<file path="config.mk">
export PLATFORM = sky130hd
export DESIGN_NAME = step_sequencer
export DESIGN_NICKNAME = d
export VERILOG_FILES = /design/src/rtl/step_sequencer.sv
export SDC_FILE = /design/constraint.sdc
export NUM_CORES = 1
export LEC_CHECK = 0
export ABC_AREA = 1
export CAP_MARGIN = 10
export CORE_MARGIN = 4
export CORE_UTILIZATION = 50
export DETAILED_ROUTE_END_ITERATION = 8
export PLACE_DENSITY = 0.72
export SYNTH_ARGS = -nofsm -noshare
export SYNTH_HDL_FRONTEND = slang
export SYNTH_SLANG_ARGS = --single-unit
</file>
<file path="constraint.sdc">
create_clock -name clk -period 2.7 [get_ports clk]
set_input_delay 0.54 -clock clk [delete_from_list [all_inputs] [get_ports clk]]
set_output_delay 0.54 -clock clk [all_outputs]
set_load 0.01 [all_outputs]
</file>
<file path="src/rtl/step_sequencer.sv">
// ---------------------------------------------------------------------------
// step_sequencer
//   Multi-channel drum-machine step sequencer. Holds a CHANNELS x STEPS
//   trigger pattern, derives the step rate from a BPM value with a phase
//   accumulator (exact tempo on average) and emits one-cycle trigger pulses
//   at every step start.
//
// Ports
//   clk        system clock (single domain)
//   reset      asynchronous, active-high; clears all state
//   play       level: 1 = run, 0 = stop (stop always rewinds to step 0)
//   bpm        tempo value, captured when bpm_load=1 (0 ignored)
//   bpm_load   capture bpm this cycle
//   wr_en      write one pattern row
//   wr_chan    row to write (values >= CHANNELS ignored)
//   wr_data    row contents, bit s = trigger at step s
//   mute       per-channel mute, sampled on step cycles
//   loop_len   active loop length (0 or > STEPS means STEPS)
//   trig       one-cycle trigger pulses
//   step_idx   current step
//   step_tick  one-cycle pulse at each step start
//   bar_tick   one-cycle pulse when step 0 starts
//   playing    1 while running
// ---------------------------------------------------------------------------
module step_sequencer #(
   parameter int CHANNELS  = 4,
   parameter int STEPS     = 8,
   parameter int CLK_HZ    = 50_000_000,
   parameter int STEP_DIV  = 4,
   parameter int BPM_W     = 8,
   parameter int BPM_RESET = 120
) (
   input  logic                        clk,
   input  logic                        reset,
   input  logic                        play,
   input  logic [BPM_W-1:0]            bpm,
   input  logic                        bpm_load,
   input  logic                        wr_en,
   input  logic [$clog2(CHANNELS)-1:0] wr_chan,
   input  logic [STEPS-1:0]            wr_data,
   input  logic [CHANNELS-1:0]         mute,
   input  logic [$clog2(STEPS):0]      loop_len,
   output logic [CHANNELS-1:0]         trig,
   output logic [$clog2(STEPS)-1:0]    step_idx,
   output logic                        step_tick,
   output logic                        bar_tick,
   output logic                        playing
);

   localparam int SI_W = $clog2(STEPS);
   localparam int LL_W = SI_W + 1;
   localparam int CH_W = $clog2(CHANNELS);
   localparam longint unsigned THRESH  = 64'(CLK_HZ) * 64'd60;
   localparam longint unsigned INC_MAX = ((64'd1 << BPM_W) - 64'd1) * 64'(STEP_DIV);
   // acc stays below THRESH, so acc + INC never exceeds THRESH + INC_MAX
   localparam int ACC_W = $clog2(THRESH + INC_MAX + 64'd1);

   typedef enum logic {S_IDLE = 1'b0, S_PLAY = 1'b1} state_t;

   state_t                           state_q, state_d;
   logic [ACC_W-1:0]                 acc_q, acc_d;
   logic [BPM_W-1:0]                 bpm_q, bpm_d;
   logic [SI_W-1:0]                  step_q, step_d;
   logic [CHANNELS-1:0][STEPS-1:0]   pat_q, pat_d;
   logic [CHANNELS-1:0]              trig_q, trig_d;
   logic                             stick_q, stick_d;
   logic                             btick_q, btick_d;

   logic [ACC_W-1:0]                 inc, acc_sum;
   logic [LL_W-1:0]                  eff_len;
   logic [SI_W-1:0]                  nxt_step, fire_step;
   logic                             fire;

   assign inc     = ACC_W'(bpm_q) * ACC_W'(STEP_DIV);
   assign acc_sum = acc_q + inc;
   assign eff_len = (loop_len == '0 || loop_len > LL_W'(STEPS)) ? LL_W'(STEPS) : loop_len;
   // ">=" rather than "==" so a loop shrunk below the current step wraps next
   assign nxt_step = ({1'b0, step_q} >= eff_len - LL_W'(1)) ? '0 : step_q + SI_W'(1);

   always_comb begin
      state_d   = state_q;
      acc_d     = acc_q;
      bpm_d     = bpm_q;
      step_d    = step_q;
      pat_d     = pat_q;
      trig_d    = '0;
      stick_d   = 1'b0;
      btick_d   = 1'b0;
      fire      = 1'b0;
      fire_step = '0;

      case (state_q)
         S_IDLE: begin
            if (play) begin
               state_d   = S_PLAY;
               acc_d     = '0;
               step_d    = '0;
               fire      = 1'b1;
               fire_step = '0;
            end
         end
         default: begin
            if (!play) begin
               // stop rewinds; a step due this cycle is dropped
               state_d = S_IDLE;
               acc_d   = '0;
               step_d  = '0;
            end else if (acc_sum >= ACC_W'(THRESH)) begin
               acc_d     = acc_sum - ACC_W'(THRESH);
               step_d    = nxt_step;
               fire      = 1'b1;
               fire_step = nxt_step;
            end else begin
               acc_d = acc_sum;
            end
         end
      endcase

      // triggers read pat_q, so a same-cycle row write is not seen yet
      for (int c = 0; c < CHANNELS; c++)
         trig_d[c] = fire & pat_q[c][fire_step] & ~mute[c];
      stick_d = fire;
      btick_d = fire && (fire_step == '0);

      if (bpm_load && bpm != '0)
         bpm_d = bpm;

      // out-of-range wr_chan matches no row
      for (int c = 0; c < CHANNELS; c++)
         if (wr_en && wr_chan == CH_W'(c))
            pat_d[c] = wr_data;
   end

   always_ff @(posedge clk or posedge reset) begin
      if (reset) begin
         state_q <= S_IDLE;
         acc_q   <= '0;
         bpm_q   <= BPM_W'(BPM_RESET);
         step_q  <= '0;
         pat_q   <= '0;
         trig_q  <= '0;
         stick_q <= 1'b0;
         btick_q <= 1'b0;
      end else begin
         state_q <= state_d;
         acc_q   <= acc_d;
         bpm_q   <= bpm_d;
         step_q  <= step_d;
         pat_q   <= pat_d;
         trig_q  <= trig_d;
         stick_q <= stick_d;
         btick_q <= btick_d;
      end
   end

   assign trig      = trig_q;
   assign step_idx  = step_q;
   assign step_tick = stick_q;
   assign bar_tick  = btick_q;
   assign playing   = (state_q == S_PLAY);

endmodule

</file>
; Word level (Yosys, flattened, before mapping)
; Cells that the tools add are included.
[op_classes]
addsub = 4
n_lt_le_gt_ge = 4
eq_ne = 4
mux = 25
bitwise_logic = 12
n_reduce_logical = 13
[op_table]
columns = cell, count
row1 = $mux W32, 4
row2 = $add A32 B10 Y32, 1
row3 = $ge A32 B32 Y1 const B, 1
row4 = $sub A32 B32 Y32 const B, 1
row5 = $mux W3, 8
row6 = $bmux W1 S3, 4
row7 = $and A1 B1 Y1, 8
row8 = $mux W1, 8
row9 = $reduce_bool A8 Y1, 1
row10 = $logic_and A1 B1 Y1, 6
row11 = $eq A2 B2 Y1 const B, 2
row12 = $ge A3 B4 Y1, 1
row13 = $gt A4 B4 Y1 const B, 1
row14 = $logic_not A4 Y1, 1
row15 = $lt A3 B4 Y1 const B, 1
row16 = $mux W4, 1
row17 = $not A1 Y1, 4
row18 = $sub A4 B1 Y4 const B, 1
row19 = $add A3 B1 Y3 const B, 1
row20 = $logic_not A3 Y1, 1
row21 = $ne A3 B2 Y1 const B, 1
row22 = $eq A2 B1 Y1 const B, 1
row23 = $logic_not A2 Y1, 1
row24 = $reduce_and A2 Y1, 1
row25 = 2 further kinds, 2
[word_totals]
register_bits = 82
in_bits = 31
out_inout_bits = 10
word_cells = 73

; Longest topological paths before layout
[depth]
word_depth = 13
mapped_depth = 24
mapped_depth_nobuf = 24

; Worst setup path after synthesis
; No wires, ideal clock.
[synth_timing]
path_kind = flip-flop to flip-flop
from = register acc_q[2]
to = register trig_q[0], in the netlist trig[0]
setup_ns = 0.119
arrival_time_ns = 2.643
required_ns = 2.581
setup_slack_ns = -0.063
path_stages_with_launch = 22
path_buffers = 1
synth_period_minus_slack_ns = 2.763
cell_sequence = dfrtp_1 > ha_1 > inv_1 > fa_1 > inv_1 > nand2_1 > nand2_1 > and2_1 > nand3_1 > nand3_1 > nand2_1 > nor2_2 > nand3_1 > nor2_1 > nand3_1 > nand3_4 > nand2_4 > buf_6 > nand2_2 > nand3_1 > a21oi_1 > nor2_1
[synth_via]
elab_chain_cells = 9
word_cells_on_any_way = 12
classes_between = add/sub (1) / order compare (1) / mux (8) / bitwise (2)
[synth_rtl]
columns = element, line
row1 = "start, declared", 61  ; logic [ACC_W-1:0] acc_q, acc_d;
row2 = "start signal, assigned", 137  ; acc_q <= '0;
row3 = "start signal, assigned", 146  ; acc_q <= acc_d;
row4 = $add A32 B10 Y32 (*), 75  ; assign acc_sum = acc_q + inc;
row5 = $ge A32 B32 Y1 (*), 108  ; end else if (acc_sum >= ACC_W'(THRESH)) begin
row6 = $mux W3, 108
row7 = $mux W3, 103  ; if (!play) begin
row8 = $mux W3, 92  ; case (state_q)
row9 = $bmux W1 S3, 121  ; trig_d[c] = fire & pat_q[c][fire_step] & ~mute[c];
row10 = $mux W1 (not written as such), 121
row11 = $and A1 B1 Y1 (*) (2 in series), 121
row12 = named net trig_d[0], 65  ; logic [CHANNELS-1:0] trig_q, trig_d;
row13 = "end signal, assigned", 150  ; trig_q <= trig_d;
row14 = "end, declared", 65
; The timed path passes the listed nets; every way through them passes the cells marked *. The select of a mux whose other input is x is not followed.
; A chain may end at the register's enable or synchronous reset.

; Worst setup path in the final report
[layout_timing]
from = register bpm_q[6]
to = register trig_q[2], in the netlist trig[2]
[layout_via]
elab_chain_cells = 9
word_cells_on_any_way = 12
classes_between = add/sub (1) / order compare (1) / mux (8) / bitwise (2)
[layout_rtl]
columns = element, line
row1 = "start, declared", 62  ; logic [BPM_W-1:0] bpm_q, bpm_d;
row2 = "start signal, assigned", 138  ; bpm_q <= BPM_W'(BPM_RESET);
row3 = "start signal, assigned", 147  ; bpm_q <= bpm_d;
row4 = $add A32 B10 Y32 (*), 75
row5 = $ge A32 B32 Y1 (*), 108
row6 = $mux W3, 108
row7 = $mux W3, 103
row8 = $mux W3, 92
row9 = $bmux W1 S3, 121
row10 = $mux W1 (not written as such), 121
row11 = $and A1 B1 Y1 (*) (2 in series), 121
row12 = named net trig_d[2], 65
; Marked as above.

==> flow_metrics.tcl <==
set metrics [dict create \
    fp.dieW_um 113.1 \
    seqCellArea_um2 2007 \
    power_density_nw_per_um2 406.2 \
    overflow 0 \
    worstHoldPathType "in2async" \
    wl_per_cell_um 15.65 \
    antenna_found_initial 0 \
    vias 6076 \
    critical_path_class "reg2reg" \
    nets 1020 \
    nFillCells 848 \
    cts_tree "yes" \
    fin_setup_tns_ns -9.796 \
    clkSlewWorstSetupHoldPaths_ns 0.09 \
    synth_area_um2 5520 \
    required_ns 2.96 \
    final_util_pct 70.18 \
    area_delta_synth_final_pct 37.81 \
    portBuffers 40 \
    cp_max_fo 18 \
    via_per_inst 5.430 \
    synth-main-ff-cell "dfrtp_1" \
    yosysSeqAreaShare_pct 36.36 \
    violations "negative setup slack" \
    synth_fp_nets 868 \
    drt_pass1_iterations 6 \
    yosys_warnings 0 \
    slowest_stage "dfstp_2" \
    drive_gt1_share_pct 27.27 \
    grt_pass1_wl_mm 28.32 \
    fin_hold_ws_ns 0.4360 \
    worst_pin_slew_ns 0.5539 \
    antennaDiodeCount 0 \
    multi_input_area_um2 3457 \
    synth_edf_count 0 \
    cts_root_buf "clkbuf_8" \
    cap_violations 0 \
    finClkSkew_ns 0.01253 \
    grt_most_used_layer "met2" \
    p_leak_nw 3.691 \
    cts_buffers 9 \
    grt_usage_pct 27.65 \
    finalHoldViolCount 0 \
    clock-sinks 80 \
    dieHeight_um 113.1 \
    fmaxAchievable_ghz 0.3195 \
    use_met1_pct 32.75 \
    clock_latency_ns 0.38 \
    ir_worst_vdd_v 0.0004421 \
    finalCriticalPeriod_ns 3.130 \
    drtIter0Drc 448 \
    layoutNonFillerInstCount 1119 \
    initial_core_util_pct 50.92 \
    die-area_um2 12790 \
    ctsHoldBuffers 0 \
    first_global_vias 6149 \
    fin_ws_ns -0.4297 \
    grtUsageMet2_pct 48.34 \
    fin_area_um2 7607 \
    core.rowCount 38 \
    core_um2 10840 \
    ant_nets 0 \
    htreeDepth 3 \
    grt_max_degree 63 \
    critPathMaxStageDelay_ns 0.57 \
    finalCritPeriodShare_pct 115.9 \
    synthArstFlopShare_pct 100.0 \
    ctsLongestPathBuffers 2 \
    ys_seq_elements 80 \
    grt_setup_unrepaired "true" \
    ys_types 38 \
    crit_top_cell "nand2_1" \
    critical_path.top_delay_family "simple AND/OR/NAND/NOR gates" \
    placed_cell_area_um2 6730 \
    cp.arrival_ns 3.39 \
    grtUsageMet3_pct 6.364 \
    cp_num_buf_inv 3 \
    routed_wl_mm 17.51 \
    syn_inst 822 \
    end_kind "flip-flop" \
    cp-start-kind "flip-flop" \
    dp.cells 1073 \
    avgSynthCellArea_um2 6.716 \
    pin_count 41 \
    dp_hpwl_mm 12.25 \
    place.gp.congestion 0.9755 \
    status "finished, violations left" \
    drcViolationCount 0 \
    final_max_slew_viol_count 0 \
    max_slew_margin_pct 62.97 \
    setup_viol 33 \
    path_cells "ha_4 -> nand2_1 -> nand2_1 -> nand2_1 -> nand2_1 -> inv_2 -> nand3_2 -> buf_4 -> nand3b_1 -> nand2_1 -> nor2_1 -> nand2_2 -> nor2_4 -> nand3_4 -> nand3_4 -> nand2_8 -> buf_4 -> nand2_2 -> nand3_1 -> a21oi_2 -> nor2_1" \
]
==> flip-flops by register name (all words and copies together) (netlist names) <==
name,cells
acc_q,30
step_idx,3
bar_tick,1
step_tick,1
playing,1
bpm_q,8
pat_q,32
trig,4
==> layer usage <==
| metal | wire [um] | up-vias |
|---|---|---|
| met3 | 1089 | 52 |
| met5 | 0 | - |
| li1 | - | 2963 |
| met1 | 7087 | 2842 |
| met2 | 8763 | 219 |
| met4 | 567 | 0 |
==> worst paths after layout <==
path / slack (ns) / startpoint / end / depth (start not counted)
worst min-delay path: 0.44 / reset / pat_q[8]$_DFFE_PP0P_ / 2
min in group clk: 0.48 / bpm_q[4]$_DFFE_PP1P_ / bpm_q[4]$_DFFE_PP1P_ / 2
worst min register to register: 0.48 / bpm_q[4]$_DFFE_PP1P_ / bpm_q[4]$_DFFE_PP1P_ / 2
max in group asynchronous: 1.59 / reset / bpm_q[6]$_DFFE_PP1P_ / 3
worst max-delay path: -0.43 / bpm_q[6]$_DFFE_PP1P_ / trig[2]$_DFF_PP0_ / 21
worst max register to register: -0.43 / bpm_q[6]$_DFFE_PP1P_ / trig[2]$_DFF_PP0_ / 21
==> synthesized netlist by cell type (3+ instances only) <==
library cell  instances  area, um^2
nand2_2              17       106.4
dfrtp_1              76        1902
o22ai_1              10       62.56
dfstp_2               4       105.1
ha_1                 14       175.2
clkbuf_1              9       33.78
o21ai_1               5       25.02
nor2_2               13       81.33
a21oi_1              25       125.1
nand3_2               6       60.06
nor2_1               64       240.2
o21ai_0              67       335.3
nand4_1               9       56.30
nand3_1              81       405.4
nand2_1             277        1040
nor2_4                5       56.30
inv_2                 6       22.52
nand3b_1              4       30.03
xor2_1                3       26.28
nor3_1                4       20.02
buf_6                 3       33.78
inv_1                97       364.1
==> what timing repair did <==
action	CTS	global route
pin swaps	19	11
setup endpoints to repair	32	33
resized for setup	64	45
gates cloned	3	0
setup buffers	18	10
==> power by group <==
part	switching, mW	leakage, nW	internal [mW]
Clock	0.472	0.113	0.573
Sequential	0.0847	1.04	1.31
Combinational	0.347	2.54	0.304
==> through the flow <==
| step | total power, mW | worst slack (ns) |
|---|---|---|
| finish | 3.090 | -0.4297 |
| global route | 3.241 | -0.6174 |
| CTS | 3.053 | -0.3582 |
| detailed placement | 1.974 | -0.4132 |
| global placement | 1.954 | -0.3289 |
| floorplan | 1.711 | 0.003020 |
==> logic make-up (layout without fill, tap and decap cells) <==
| logic type | count (synthesis) | after routing | synth area share, % |
|---|---|---|---|
| buffers and inverters | 120 | 275 | 8.726 |
| DFF | 80 | 80 | 36.36 |
| xor gates and xnor gates | 4 | 4 | 0.6347 |
| AOI/OAI and AO/OA | 114 | 114 | 10.99 |
| and+or+nand+nor | 489 | 491 | 39.76 |
| adders and majority gates | 15 | 15 | 3.536 |
==> layout by cell type, fill, tap and decap left out, types with 3 or more instances in the layout <==
| cell | netlist | routed |
|---|---|---|
| buf_6 | 3 | 8 |
| xor2_1 | 3 | 3 |
| nand2_1 | 277 | 248 |
| o21ai_1 | 5 | 14 |
| nand4_1 | 9 | 9 |
| dfstp_2 | 4 | 4 |
| o21ai_0 | 67 | 54 |
| a21oi_2 | 1 | 10 |
| inv_1 | 97 | 93 |
| nor3_1 | 4 | 4 |
| ha_4 | 0 | 5 |
| ha_1 | 14 | 9 |
| nand3_4 | 1 | 7 |
| buf_12 | 0 | 3 |
| a21oi_1 | 25 | 15 |
| o22ai_1 | 10 | 10 |
| clkbuf_8 | 0 | 11 |
| o21ai_2 | 0 | 4 |
| inv_2 | 6 | 8 |
| clkdlybuf4s50_1 | 0 | 40 |
| nand2_2 | 17 | 43 |
| nor2_2 | 13 | 13 |
| nor2_1 | 64 | 58 |
| nand3b_1 | 4 | 4 |
| nand2_4 | 2 | 4 |
| nor2_4 | 5 | 11 |
| nand3_2 | 6 | 17 |
| nand3_1 | 81 | 65 |
| dfrtp_1 | 76 | 76 |
| buf_4 | 2 | 104 |
==> area by class of cell <==
cell class	count	area share (%)
clock inverters	4	1.003
well taps	140	2.303
clock buffers	12	2.039
inverters	103	5.132
repair buffers	156	17.70
multi-input cells	624	45.44
flip-flops and latches	80	26.38
Power figures use the tool's default switching activity.
